<file path="config.mk">
export PLATFORM = sky130hd
export DESIGN_NAME = multicycle_control_unit
export DESIGN_NICKNAME = d
export VERILOG_FILES = /design/src/rtl/multicycle_control_unit.sv
export SDC_FILE = /design/constraint.sdc
export NUM_CORES = 1
export LEC_CHECK = 0
export ABC_AREA = 1
export BUFFER_PORTS_ARGS = -buffer_cell sky130_fd_sc_hd__buf_2
export CELL_PAD_IN_SITES_DETAIL_PLACEMENT = 1
export CELL_PAD_IN_SITES_GLOBAL_PLACEMENT = 1
export CORE_AREA = 2 2 80 82
export DETAILED_ROUTE_END_ITERATION = 7
export DIE_AREA = 0 0 82 84
export PLACE_DENSITY_LB_ADDON = 0.15
export REMOVE_ABC_BUFFERS = 1
export SLEW_MARGIN = 25
export SYNTH_ARGS = -nofsm -noshare
export SYNTH_HDL_FRONTEND = slang
export SYNTH_SLANG_ARGS = --single-unit
</file>
<file path="constraint.sdc">
create_clock -name CLK -period 4.2 [get_ports CLK]
set_input_delay 0.21 -clock CLK [delete_from_list [all_inputs] [get_ports CLK]]
set_output_delay 0.21 -clock CLK [all_outputs]
set_load 0.1 [all_outputs]
</file>
<file path="src/rtl/multicycle_control_unit.sv">
// multicycle_control_unit: multi-cycle RISC-V control FSM sequencing fetch/decode/exec/mem/wb
// with MemReady wait handling, timeout trap and a retired-instruction counter.
module multicycle_control_unit #(
  parameter int ALU_W    = 3,
  parameter int WAIT_MAX = 15,
  parameter int CNT_W    = 16
) (
  input  logic             CLK,
  input  logic             Reset,
  input  logic [6:0]       Opcode,
  input  logic [2:0]       Funct_Tres,
  input  logic [6:0]       Funct_Siete,
  input  logic             MemReady,
  output logic             PCWrite,
  output logic             IRWrite,
  output logic             MemRead,
  output logic             RegWrite,
  output logic             MemWrite,
  output logic             WDSrc,
  output logic             ImmReg,
  output logic             ALUSrc,
  output logic             MemToReg,
  output logic [ALU_W-1:0] ALUControl,
  output logic             InstrDone,
  output logic             Fault,
  output logic [1:0]       FaultCode,
  output logic [CNT_W-1:0] Retired
);
  typedef enum logic [2:0] {FETCH, DECODE, EXEC, MEM, WB, TRAP} state_t;
  localparam logic [6:0] OP_R = 7'b0110011, OP_I = 7'b0010011, OP_LW = 7'b0000011,
                         OP_SW = 7'b0100011, OP_LUI = 7'b0110111;
  state_t state_q, state_d;
  logic [6:0] op_q, op_d, f7_q, f7_d;
  logic [2:0] f3_q, f3_d, alu3;
  logic [7:0] wait_q, wait_d;
  logic [1:0] fc_q, fc_d;
  logic [CNT_W-1:0] ret_q, ret_d;
  logic is_r, is_i, is_lw, is_sw, is_lui, live, dp, timeout, in_alu, f3_ok;
  assign is_r    = op_q == OP_R;
  assign is_i    = op_q == OP_I;
  assign is_lw   = op_q == OP_LW;
  assign is_sw   = op_q == OP_SW;
  assign is_lui  = op_q == OP_LUI;
  assign in_alu  = Opcode == OP_R || Opcode == OP_I;
  assign f3_ok   = Funct_Tres inside {3'b000, 3'b111, 3'b100, 3'b001};
  assign timeout = wait_q == 8'(WAIT_MAX);
  // Only R and I-ALU use the funct3 map; loads/stores/LUI compute with ADD.
  assign alu3 = !(is_r || is_i) ? 3'd0 :
                f3_q == 3'b000  ? {2'b00, is_r && f7_q == 7'b0100000} :
                f3_q == 3'b111  ? 3'd2 :
                f3_q == 3'b100  ? 3'd3 : 3'd4;
  always_comb begin
    state_d = state_q;
    op_d    = op_q;
    f3_d    = f3_q;
    f7_d    = f7_q;
    fc_d    = fc_q;
    ret_d   = InstrDone ? ret_q + 1'b1 : ret_q;
    case (state_q)
      FETCH: begin
        if (MemReady) state_d = DECODE;
        else if (timeout) begin
          state_d = TRAP;
          fc_d    = 2'b10;
        end
      end
      DECODE: begin
        op_d = Opcode;
        f3_d = Funct_Tres;
        f7_d = Funct_Siete;
        if (Opcode == OP_LW || Opcode == OP_SW || (in_alu && f3_ok)) state_d = EXEC;
        else if (Opcode == OP_LUI) state_d = WB;
        else begin
          state_d = TRAP;
          fc_d    = 2'b01;
        end
      end
      EXEC: state_d = (is_lw || is_sw) ? MEM : WB;
      MEM: begin
        if (MemReady) state_d = is_sw ? FETCH : WB;
        else if (timeout) begin
          state_d = TRAP;
          fc_d    = 2'b11;
        end
      end
      WB: state_d = FETCH;
      default: ;
    endcase
    wait_d = (state_d != state_q) ? 8'd0 : wait_q + 8'd1;
  end
  always_ff @(posedge CLK) begin
    op_q <= op_d;
    f3_q <= f3_d;
    f7_q <= f7_d;
    if (Reset) begin
      state_q <= FETCH;
      wait_q  <= '0;
      fc_q    <= '0;
      ret_q   <= '0;
    end else begin
      state_q <= state_d;
      wait_q  <= wait_d;
      fc_q    <= fc_d;
      ret_q   <= ret_d;
    end
  end
  // Reset forces every output low combinationally so a pending store is dropped at once.
  assign live       = !Reset;
  assign dp         = live && state_q inside {EXEC, MEM, WB};
  assign PCWrite    = live && state_q == FETCH && MemReady;
  assign IRWrite    = PCWrite;
  assign MemRead    = live && (state_q == FETCH || (state_q == MEM && is_lw));
  assign MemWrite   = live && state_q == MEM && is_sw;
  assign RegWrite   = live && state_q == WB;
  assign ALUControl = dp ? ALU_W'(alu3) : '0;
  assign ALUSrc     = dp && is_r;
  assign ImmReg     = dp && is_sw;
  assign WDSrc      = dp && !is_lui;
  assign MemToReg   = dp && is_lw;
  assign InstrDone  = live && (state_q == WB || (state_q == MEM && is_sw && MemReady));
  assign Fault      = live && state_q == TRAP;
  assign FaultCode  = live ? fc_q : 2'b00;
  assign Retired    = live ? ret_q : '0;
endmodule

</file>
Word-level counts from Yosys, hierarchy flattened. Cells that the tools add are included. Widths: inputs -> output; s select.

Register bits after elaboration: 46. Word-level logic and storage cells: 95. Output and inout bits: 32. Input port bits: 20.

Equal/unequal tests: 29. Add/subtract/negate cells: 2. Mux-type cells: 22. Reductions and logical operators: 35.

Operator list (number): $eq 7x6->1 const B (7); $mux 3 (11); $eq 3x3->1 const B (6); $logic_and 1x1->1 (18); $add 16x1->16 const B (1); $mux 16 (1); $pmux 3 s5 (1); $eq 7x2->1 const B (2); $eq 7x5->1 const B (2); $mux 2 (7); $ne 2x2->1 const B (6); $logic_not 3->1 (3); $add 8x1->8 const B (1); $eq 8x4->1 const B (1); $logic_or 1x1->1 (7); $reduce_and 7->1 (1); $eq 3x1->1 const B (2); $eq 3x2->1 const B (2); $pmux 2 s3 (1); $reduce_bool 3->1 (2); $reduce_bool 4->1 (1); $ne 3x3->1 (1); $logic_not 1->1 (2); $reduce_or 2->1 (1); $mux 1 (1).

Depth between registers and ports, before layout.
Depth after elaboration: 8. Gate-level depth with buffers: 13. Mapped depth without buffers: 13.

Worst setup path before layout. No wires, ideal clock.

Kind: input to output. Start point: input port Reset. End point: output port PCWrite. Data arrival time: 3.455 ns. Required time: 3.990 ns. Stages on the path: 5. Slack: 0.535 ns. Buffers on the path: 4. Cells stage by stage: buf_2 clkbuf_1 buf_1 nor3_1 buf_4.

Word-level cells in the longest chain between the ends: 3.

Ends and longest elaborated chain: start: declaration (RTL line 9) `input logic Reset,`; $logic_not 1->1 (RTL line 108) `assign live = !Reset;`; $logic_and 1x1->1 (2 in a row) (RTL line 110) `assign PCWrite = live && state_q == FETCH && MemReady;`; end: declaration (RTL line 14) `output logic PCWrite,`.

Every way passes these cells.

Worst setup path in the final report.
Start point: register state_q[1]. End point: output port ALUControl[0].

Word-level cells in the longest chain between the ends: 4. Elaborated cells between the ends (all ways): 6. Classes of those cells: 3 x eq/ne; 1 x mux; 2 x reduce/logical.

Ends and longest elaborated chain: start: declaration (RTL line 32) `state_t state_q, state_d;`; start signal: assignment (RTL line 101) `state_q <= state_d;`; $eq 3x2->1 / $eq 3x3->1 (equally long branches) (RTL line 109) `assign dp = live && state_q inside {EXEC, MEM, WB};`; $reduce_bool 3->1 (*) (RTL line 109); $logic_and 1x1->1 (*) (RTL line 109); $mux 3 (*) (RTL line 115) `assign ALUControl = dp ? ALU_W'(alu3) : '0;`; end: declaration (RTL line 23) `output logic [ALU_W-1:0] ALUControl,`.

Mark *: on every way between the ends. The rest lies on a longest branch, timed or not.

==> flow_metrics.env <==
export IMPL_ys_warnings_count=0
export IMPL_antenna_cells=0
export IMPL_floorplan_die_area_sq_um=6890
export IMPL_cts_setup_buffers=0
export IMPL_postSynthCellCount=321
export IMPL_worstSetupPathType="flop to output pin"
export IMPL_min_delay_path_class="input pin to flop"
export IMPL_grt_pass1_vias=2325
export IMPL_worst_skew_pair_late_latency_ns=0.31
export IMPL_seqPwrFrac=0.394
export IMPL_drtPass1Iterations=4
export IMPL_clockRootBuffer="sky130_fd_sc_hd__clkbuf_8"
export IMPL_numCtsBuffers=5
export IMPL_p_clk_frac=0.223
export IMPL_final_antenna_net_count=0
export IMPL_yosys_cell_types_count=33
export IMPL_crit_path_start_kind="flop"
export IMPL_gp_routability_congestion=0.819
export IMPL_grt_start_max_net_pins=35
export IMPL_p_leak_nw=1.27
export IMPL_synth_compound_area_share=0.0666
export IMPL_die_height_microns=84
export IMPL_synth_edff_count=17
export IMPL_cp_max_fo=8
export IMPL_run_status="finished clean"
export IMPL_ioPinCount=52
export IMPL_max_clock_path_buffers=2
export IMPL_postRouteWirelength_microns=6340
export IMPL_post_dp_cell_area_sq_um=2800
export IMPL_synthToLayoutAreaGrowth_pct=17.7
export IMPL_synth_xor_area_share=0.0389
export IMPL_slew_viol_final=0
export IMPL_synth_mux_area_frac=0
export IMPL_nNetsFinal=395
export IMPL_ir_drop_mv=0.243
export IMPL_drv_cap=0
export IMPL_drt_drc_violations_left=0
export IMPL_drt_iter0_drc=40
export IMPL_power_internal_mw=0.858
export IMPL_hold_viol_final=0
export IMPL_sw_pwr_mw=0.665
export IMPL_layout_min_cycle_time_ns=2.41
export IMPL_detailroute_via_count=2241
export IMPL_tritoncts="yes"
export IMPL_ys_flop_type="sky130_fd_sc_hd__dfxtp_1"
export IMPL_powerDensity_nw_per_um2=522
export IMPL_synth_simple_gate_area_share=0.360
export IMPL_period_share=0.574
export IMPL_grt_setup_unrepaired="false"
export IMPL_cts_sinks=46
export IMPL_global_route_overflow_total=0
export IMPL_timing_critical_path_required_ns=3.99
export IMPL_fp_dieW_microns=82
export IMPL_postSynth_asyncResetShare=0
export IMPL_clock_skew_final_ns=0.00775
export IMPL_synth_yosys_seq_area_share=0.440
export IMPL_synth_area_sq_um=2480
export IMPL_cts_hold_buf=0
export IMPL_floorplan_core_area_sq_um=6100
export IMPL_setup_viol=0
export IMPL_cts_clk_slew_worst_paths_ns=0.09
export IMPL_largest_family_of_logic_cells_by_synthesized_area="simple AND/OR/NAND/NOR gates"
export IMPL_stdcell_count=451
export IMPL_h_tree_levels=2
export IMPL_num_rows=29
export IMPL_postLayoutCellArea_sq_um=2920
export IMPL_setup_worst_path_end_class="output pin"
export IMPL_global_route_usage_total=0.193
export IMPL_worstPathArrival_ns=2.20
export IMPL_wire_length_of_the_first_global_routing_pass_microns=10600
export IMPL_initial_utilization=0.407
export IMPL_max_clock_freq_mhz=415
export IMPL_post_dp_hpwl_microns=4930
export IMPL_avgViaCountPerCell=4.97
export IMPL_average_instance_area_after_synthesis_sq_um=7.72
export IMPL_worst_pin_slew_ns=0.611
export IMPL_slew_headroom=0.592
export IMPL_routedWlPerCell_microns=14.1
export IMPL_grt_antenna_before_repair=0
export IMPL_power_frac_comb=0.383
export IMPL_ys_seq_elements=46
export IMPL_numPlacedInstances=443
export IMPL_cts_repair_resize_count=0
export IMPL_port_buffer_count=51
export IMPL_final_layout_size_suffix_gt1_frac=0.243
export IMPL_post_synth_fa_ha_maj_area_fraction=0.0101
export IMPL_switching_share=0.437
worst max-delay path: stages, from the launching register on:
cell and delay [ns]:
sky130_fd_sc_hd__dfxtp_1 0.43, sky130_fd_sc_hd__nor2_2 0.19, sky130_fd_sc_hd__nand2_2 0.16, sky130_fd_sc_hd__a31oi_1 0.29, sky130_fd_sc_hd__nand2_1 0.17, sky130_fd_sc_hd__nor3_1 0.20
sky130_fd_sc_hd__buf_2 0.45
cells in the final DEF (no fill, tap or decap), drive strengths merged:
master and n:
o21ai 5, clkinv 2, nand4 5, a31oi 3, nand2 66, nand3b 1, ha 2, xor2 9
or2 1, edfxtp 17, o21a 1, inv 46, xnor2 2, clkinvlp 1, nor3 13, dfxtp 29
a21oi 21, a311oi 1, nand3 28, nor2 59, bufinv 1, clkbuf 5, buf 51, nor4 5
through the flow:
stage / worst slack, ns / total power [mW] / TNS [ns] / util / hold slack (ns)
after global placement: 2.02 / 1.17 / 0 / 0.459 / 0.387
after floorplan: -0.664 / 1.06 / -1.33 / - / 0.279
after detailed placement: 1.94 / 1.19 / 0 / 0.459 / 0.393
after CTS: 1.80 / 1.54 / 0 / 0.478 / 0.0617
final: 1.79 / 1.52 / 0 / 0.478 / 0.0739
after global routing: 1.65 / 1.61 / 0 / 0.478 / 0.0703
kinds of logic after synthesis:
family                     after synthesis
and+or+nand+nor                        178
buffers and inverters                   53
DFF                                     46
AOI/OAI and AO/OA                       31
xor gates and xnor gates                11
adders and majority gates                2
layout make-up:
type	instances	area (sq um)
fillers	779	3180
multi-input cells	222	1180
flip-flops and latches	46	1090
repair buffers	51	255
inverters	47	178
well taps	77	96.3
clock buffers	5	68.8
clock inverters	3	43.8
registers in the layout, summed over array words and instances (netlist names):
name / count
f3_q: 3
op_q: 7
wait_q: 8
ret_q: 16
f7_q: 7
state_q: 3
fc_q: 2
synth_stat cells (2+ instances only):
cell type	n	area, sq um
sky130_fd_sc_hd__nand4_1	5	31.3
sky130_fd_sc_hd__nand2_8	2	40.0
sky130_fd_sc_hd__nand2_2	3	18.8
sky130_fd_sc_hd__nor2_4	2	22.5
sky130_fd_sc_hd__nand2_1	58	218
sky130_fd_sc_hd__o21ai_0	5	25.0
sky130_fd_sc_hd__nand2_4	3	33.8
sky130_fd_sc_hd__clkbuf_1	2	7.51
sky130_fd_sc_hd__inv_2	2	7.51
sky130_fd_sc_hd__a31oi_1	3	18.8
sky130_fd_sc_hd__nand3_1	26	130
sky130_fd_sc_hd__xnor2_1	2	17.5
sky130_fd_sc_hd__nor4_1	5	31.3
sky130_fd_sc_hd__nor2_2	15	93.8
sky130_fd_sc_hd__ha_1	2	25.0
sky130_fd_sc_hd__nor2_1	41	154
sky130_fd_sc_hd__inv_1	43	161
sky130_fd_sc_hd__nand3_2	2	20.0
sky130_fd_sc_hd__nor3_1	13	65.1
sky130_fd_sc_hd__a21oi_1	21	105
sky130_fd_sc_hd__xor2_1	9	78.8
sky130_fd_sc_hd__edfxtp_1	17	510
sky130_fd_sc_hd__buf_4	2	15.0
sky130_fd_sc_hd__dfxtp_1	29	581
per-layer routing:
| metal | vias up | wire length (microns) | global-route usage |
|---|---|---|---|
| li1 | 1140 | - | - |
| met1 | 1039 | 2890 | 0.243 |
| met2 | 50 | 3060 | 0.327 |
| met3 | 12 | 275 | 0.0379 |
| met4 | 0 | 121 | 0.0606 |
| met5 | - | 0 | 0 |
power by group through the flow:
stage | logic, mW | clock network (mW) | registers (mW)
global route | 0.636 | 0.365 | 0.609
floorplan | 0.459 | 0 | 0.598
detailed placement | 0.583 | 0 | 0.611
CTS | 0.585 | 0.352 | 0.601
finish | 0.584 | 0.340 | 0.599
global placement | 0.567 | 0 | 0.606
final timing paths:
check                                     from       endpoint  slack (ns)  cells past startpoint
worst max register to register      state_q[0]      wait_q[3]        2.32                      9
worst min-delay path            Funct_Siete[1]        f7_q[1]        0.07                      1
worst min register to register         fc_q[1]        fc_q[1]        0.46                      2
worst max-delay path                state_q[1]  ALUControl[0]        1.79                      6
Power figures use the tool's default switching activity.
